[src/rtl/dmem_arbiter.sv]
// Single-port data memory arbiter between the Memory-stage pipeline and a debug read port.
// It latches one command per access and stalls the pipeline across the memory read latency.
module dmem_arbiter #(
    parameter int RD_LAT = 2
) (
    input  logic        Clk,
    input  logic        Reset,
    input  logic        PReq,
    input  logic        PWr,
    input  logic [31:0] PAddr,
    input  logic [31:0] PWData,
    input  logic [1:0]  PType,
    output logic [31:0] PRData,
    output logic        PStall,
    input  logic        DReq,
    input  logic [31:0] DAddr,
    output logic        DAck,
    output logic [31:0] DRData,
    output logic [31:0] MemAddr,
    output logic [31:0] MemWData,
    output logic [1:0]  MemType,
    output logic        MemRead,
    output logic        MemWrite,
    input  logic [31:0] MemRData
);

    localparam logic [1:0] S_IDLE  = 2'd0;
    localparam logic [1:0] S_ISSUE = 2'd1;
    localparam logic [1:0] S_DONE  = 2'd2;

    localparam logic OWN_P = 1'b0;
    localparam logic OWN_D = 1'b1;

    localparam logic [1:0] LAST_CNT = 2'(RD_LAT - 1);

    logic [1:0]  state_q,      state_d;
    logic        owner_q,      owner_d;
    logic        last_owner_q, last_owner_d;
    logic [1:0]  cnt_q,        cnt_d;
    logic        cmd_wr_q,     cmd_wr_d;
    logic [31:0] mem_addr_q,   mem_addr_d;
    logic [31:0] mem_wdata_q,  mem_wdata_d;
    logic [1:0]  mem_type_q,   mem_type_d;
    logic        mem_read_q,   mem_read_d;
    logic        mem_write_q,  mem_write_d;
    logic [31:0] prdata_q,     prdata_d;
    logic [31:0] drdata_q,     drdata_d;
    logic        dack_q,       dack_d;
    logic        grant_s;

    // Next-state logic: arbitration in IDLE, latency sequencing in ISSUE, one-cycle DONE
    always_comb begin
        state_d      = state_q;
        owner_d      = owner_q;
        last_owner_d = last_owner_q;
        cnt_d        = cnt_q;
        cmd_wr_d     = cmd_wr_q;
        mem_addr_d   = mem_addr_q;
        mem_wdata_d  = mem_wdata_q;
        mem_type_d   = mem_type_q;
        mem_read_d   = 1'b0;
        mem_write_d  = 1'b0;
        prdata_d     = prdata_q;
        drdata_d     = drdata_q;
        dack_d       = 1'b0;
        grant_s      = OWN_P;

        case (state_q)
            S_IDLE: begin
                // On a conflict the side that did not go last wins, giving strict alternation
                if (PReq && DReq) begin
                    grant_s = (last_owner_q == OWN_D) ? OWN_P : OWN_D;
                end else if (DReq) begin
                    grant_s = OWN_D;
                end else begin
                    grant_s = OWN_P;
                end

                if (PReq || DReq) begin
                    owner_d      = grant_s;
                    last_owner_d = grant_s;
                    cnt_d        = 2'd0;
                    state_d      = S_ISSUE;
                    if (grant_s == OWN_P) begin
                        cmd_wr_d    = PWr;
                        mem_addr_d  = PAddr;
                        mem_wdata_d = PWData;
                        mem_type_d  = PType;
                        mem_read_d  = ~PWr;
                        mem_write_d = PWr;
                    end else begin
                        cmd_wr_d    = 1'b0;
                        mem_addr_d  = DAddr;
                        mem_wdata_d = 32'h0000_0000;
                        mem_type_d  = 2'b00;
                        mem_read_d  = 1'b1;
                        mem_write_d = 1'b0;
                    end
                end else begin
                    state_d = S_IDLE;
                end
            end

            S_ISSUE: begin
                if (cmd_wr_q) begin
                    state_d = S_DONE;
                end else if (cnt_q == LAST_CNT) begin
                    state_d = S_DONE;
                    if (owner_q == OWN_P) begin
                        prdata_d = MemRData;
                    end else begin
                        drdata_d = MemRData;
                        dack_d   = 1'b1;
                    end
                end else begin
                    cnt_d      = cnt_q + 2'd1;
                    mem_read_d = 1'b1;
                end
            end

            S_DONE: begin
                state_d = S_IDLE;
            end

            default: begin
                state_d = S_IDLE;
            end
        endcase
    end

    // State and registered outputs; reset aborts any access in flight without capture
    always_ff @(posedge Clk) begin
        if (Reset) begin
            state_q      <= S_IDLE;
            owner_q      <= OWN_P;
            last_owner_q <= OWN_D;
            cnt_q        <= 2'd0;
            cmd_wr_q     <= 1'b0;
            mem_addr_q   <= 32'h0000_0000;
            mem_wdata_q  <= 32'h0000_0000;
            mem_type_q   <= 2'b00;
            mem_read_q   <= 1'b0;
            mem_write_q  <= 1'b0;
            prdata_q     <= 32'h0000_0000;
            drdata_q     <= 32'h0000_0000;
            dack_q       <= 1'b0;
        end else begin
            state_q      <= state_d;
            owner_q      <= owner_d;
            last_owner_q <= last_owner_d;
            cnt_q        <= cnt_d;
            cmd_wr_q     <= cmd_wr_d;
            mem_addr_q   <= mem_addr_d;
            mem_wdata_q  <= mem_wdata_d;
            mem_type_q   <= mem_type_d;
            mem_read_q   <= mem_read_d;
            mem_write_q  <= mem_write_d;
            prdata_q     <= prdata_d;
            drdata_q     <= drdata_d;
            dack_q       <= dack_d;
        end
    end

    // The pipeline is released only in the DONE cycle of its own access
    assign PStall   = PReq & ~((state_q == S_DONE) & (owner_q == OWN_P));

    assign PRData   = prdata_q;
    assign DRData   = drdata_q;
    assign DAck     = dack_q;
    assign MemAddr  = mem_addr_q;
    assign MemWData = mem_wdata_q;
    assign MemType  = mem_type_q;
    assign MemRead  = mem_read_q;
    assign MemWrite = mem_write_q;

endmodule

[config.mk]
export PLATFORM = sky130hd
export DESIGN_NAME = dmem_arbiter
export DESIGN_NICKNAME = d
export VERILOG_FILES = /design/src/rtl/dmem_arbiter.sv
export SDC_FILE = /design/constraint.sdc
export NUM_CORES = 1
export LEC_CHECK = 0
export CAP_MARGIN = 20
export CELL_PAD_IN_SITES_DETAIL_PLACEMENT = 0
export CELL_PAD_IN_SITES_GLOBAL_PLACEMENT = 1
export CORE_ASPECT_RATIO = 1.2
export CORE_UTILIZATION = 31
export CTS_BUF_LIST = sky130_fd_sc_hd__clkbuf_4
export DETAILED_ROUTE_END_ITERATION = 12
export GPL_TIMING_DRIVEN = 0
export MAX_ROUTING_LAYER = met4
export PLACE_DENSITY = 0.86
export SKIP_LAST_GASP = 1
export SYNTH_ARGS = -nofsm -noshare
export SYNTH_HDL_FRONTEND = slang
export SYNTH_SLANG_ARGS = --single-unit
[constraint.sdc]
create_clock -name Clk -period 3.9 [get_ports Clk]
set_input_delay 0.975 -clock Clk [delete_from_list [all_inputs] [get_ports Clk]]
set_output_delay 0.975 -clock Clk [all_outputs]
set_load 0.02 [all_outputs]
==> impl_metrics.csv, run 1 <==
group,metric,value,unit
outcome,outcome,"completed",
sta,setup_violations,0,
yosys,syn_avg_cell_area,8.12,µm²
global_routing,grt_start_max_net_pins,17,
global_routing,track_usage,0.235,
worst_setup_path,cp_data_required_time,2920,ps
clock_tree,htree_levels,4,
sta,hold_slack,481,ps
yosys,synth_nets,819,
worst_setup_path,critPathTopFamily,"buffers and inverters",
drt,dr_total_vias,6334,
placed_design,post-dp-hpwl,15.7,mm
drt,dr.pass1.iters,7,
clock_tree,cts_buffer_depth,2,
clock_tree,cts_root_buffer,"clkbuf_4",
clock_tree,cts_setup_buffers,0,
global_routing,antenna_found_initial,1,
die,io_pins,269,
finish,final_cell_area,8750,µm²
pwr,power,3.20,mW
yosys,synth_seq_cells,140,
worst_setup_path,path_buf_inv,2,
global_routing,grt_pass1_vias,6172,
sta,slew_headroom,0.638,
sta,max_freq,298,MHz
yosys,synth-edff-count,0,
drt,drtAntennaViolNets,0,
finish,final_util,0.500,
worst_setup_path,critPathMaxStageDelay,630,ps
sta,finalHoldViolCount,0,
pwr,p_leak,2.85,nW
drt,viasPerCell,5.27,
die,design.die.area,18400,µm²
yosys,yosysUniqueCellTypes,31,
sta,drv_slew,0,
finish,layout-drive-gt1-share,0.0438,
clock_tree,cts_tree,"yes",
sta,rsz0062_at_grt,"false",
hold_path,hp-class,"flip-flop to flip-flop",
clock_tree,clkLatencyLatePin,530,ps
die,initial_core_util,0.317,
finish,final_nets,1105,
die,die_w,124,µm
sta,period_share,0.861,
yosys,synthArstFlopShare,0,
clock_tree,clk_pin_slew,130,ps
clock_tree,cts_resized,0,
worst_setup_path,crit_type,"input port to primary output",
clock_tree,numCtsBuffers,17,
worst_setup_path,cp_slowest_cell,"clkdlybuf4s50_1",
global_routing,grt_pass1_wl,32.6,mm
yosys,netlist_area,5550,µm²
worst_setup_path,endpoint,"PStall",
worst_setup_path,path_cells,"clkdlybuf4s50_1, o31a_1, clkdlybuf4s50_1",
worst_setup_path,startpoint_type,"input port",
worst_setup_path,worst-path-stages,3,
yosys,syn_inst,683,
sta,tns,0,ps
placed_design,dpl-instance-area,8490,µm²
worst_setup_path,r2r_slack,2030,ps
worst_setup_path,r2r-start,"state_q[1]",
yosys,synth-seq-area-share,0.505,
clock_tree,cts_hold_buffers,0,
yosys,yosys_warnings,0,
worst_setup_path,worst_setup_path_end_kind,"primary output",
yosys,ys.flop_type,"dfxtp_1",
placed_design,place_congestion,0.857,
clock_tree,cts_num_sinks,140,
pwr,max-vdd-ir-drop,0.000221,V
worst_setup_path,crit_fanout,6,
die,core,17500,µm²
finish,area_growth,57.7,%
global_routing,grt_overflow,0,
worst_setup_path,worst_ep_arrival_time,2380,ps
die,std_cell_rows,53,
worst_setup_path,startpoint,"PReq",
drt,drc,0,
sta,period_minus_slack,3360,ps
placed_design,port_buffers,267,
worst_setup_path,worst_r2r_endpoint,"DRData[19]",
sta,skew,21.6,ps
drt,wirelength,21.0,mm
job,max-cap-violations,0,
pwr,p_per_area,366,nW/µm²
worst_setup_path,path_common_cell,"clkdlybuf4s50_1",
drt,drt_iter0_drc,406,
sta,tightestPinTransition,543,ps
worst_setup_path,ff2ff_path_depth,6,
die,die_y,149,µm
drt,routedWlPerCell,17.5,µm
sequential cells by signal, indices dropped and copies added, names as in the netlist, 2 cells and up:
signal    count
DRData       32
MemAddr      32
MemWData     32
PRData       32
MemType       2
cnt_q         2
state_q       2
synthesized netlist by cell type, types with 2 or more instances:
cell type,number,area share
nand3_1,162,0.15
nor2_1,5,0.0034
o21ai_1,2,0.0018
buf_1,4,0.0027
inv_1,5,0.0034
or4_1,2,0.0027
a211oi_1,2,0.0027
nor3_1,2,0.0018
buf_6,3,0.0061
a21oi_1,100,0.090
o21ai_0,131,0.12
nand2_1,3,0.0020
dfxtp_1,140,0.51
nand2b_1,2,0.0023
buf_2,7,0.0063
clkbuf_1,67,0.045
a31oi_1,32,0.036
metrics by stage:
step | std cells | worst slack (ps)
2_1_floorplan | 683 | 1720
3_3_place_gp | 1170 | 525
3_5_place_dp | 1170 | 513
4_1_cts | 1202 | 510
5_1_grt | 1203 | 469
6_report | 1203 | 543
area by class of cell:
type | instances | area (µm²)
inverters | 5 | 18.8
clock buffers | 17 | 128
well taps | 220 | 275
fillers | 1776 | 8760
plain buffers | 81 | 335
diodes | 1 | 2.50
flip-flops and latches | 140 | 2800
repair buffers | 267 | 2670
multi-input cells | 457 | 2390
clock inverters | 15 | 124
logic make-up (layout without fill, tap and decap cells):
| family | after synthesis | after routing | synth area share |
|---|---|---|---|
| DFF | 140 | 140 | 0.505 |
| other | 0 | 1 | 0 |
| adders and majority gates | 1 | 1 | 0.00226 |
| and+or+nand+nor | 183 | 183 | 0.170 |
| buffers and inverters | 86 | 385 | 0.0638 |
| AOI/OAI and AO/OA | 273 | 273 | 0.258 |
worst reg2reg max path, delay by kind of cell, from the launching register on:
family,cells,cell delay (ps)
buffers and inverters,3,980
DFF,1,330
and+or+nand+nor,1,190
AOI/OAI and AO/OA,2,310
power by group:
| group | switching [mW] | internal [mW] | leakage (nW) |
|---|---|---|---|
| Combinational | 0.442 | 0.347 | 1.57 |
| Sequential | 0.0410 | 1.51 | 1.14 |
| Clock | 0.553 | 0.312 | 0.131 |
| Total | 1.04 | 2.17 | 2.85 |
how the worst min path moves through the flow:
stage	start	end	depth (start not counted)
after CTS	MemWData[2]	MemWData[2]	2
final	MemWData[2]	MemWData[2]	2
after floorplan	cnt_q[0]	cnt_q[0]	2
after global placement	MemWData[30]	MemWData[30]	2
after detailed placement	MemWData[2]	MemWData[2]	2
after global routing	MemWData[28]	MemWData[28]	2
per-layer routing:
layer / wire length [µm] / share of wire / vias up / GRT usage
met2: 10700 / 0.51 / 274 / 0.399
met1: 8290 / 0.39 / 2984 / 0.265
met5: 0 / 0 / - / -
met3: 1770 / 0.084 / 17 / 0.0683
met4: 246 / 0.012 / 0 / 0.0685
li1: - / - / 3059 / -
placed cells by master (no fill, tap or decap), types with 3 or more instances in the layout:
master and n:
clkdlybuf4s50_1 267, nand3_1 162, dfxtp_1 140, o21ai_0 131, a21oi_1 100, clkbuf_1 67, a31oi_1 32, clkbuf_4 17
buf_2 7, inv_1 5, nor2_1 5, clkinv_2 5, buf_1 4, clkinvlp_4 4, buf_6 3, nand2_1 3
Power figures use the tool's default switching activity.
==> run 2: changes to the inputs <==
--- a/config.mk
+++ b/config.mk
@@ -13,6 +13,7 @@
 export CTS_BUF_LIST = sky130_fd_sc_hd__clkbuf_4
 export DETAILED_ROUTE_END_ITERATION = 12
 export GPL_TIMING_DRIVEN = 0
+export HOLD_SLACK_MARGIN = 0.08
 export MAX_ROUTING_LAYER = met4
 export PLACE_DENSITY = 0.86
 export SKIP_LAST_GASP = 1
==> results of run 2 <==
The final DEF is identical to that of run 1; final timing and power are the same.
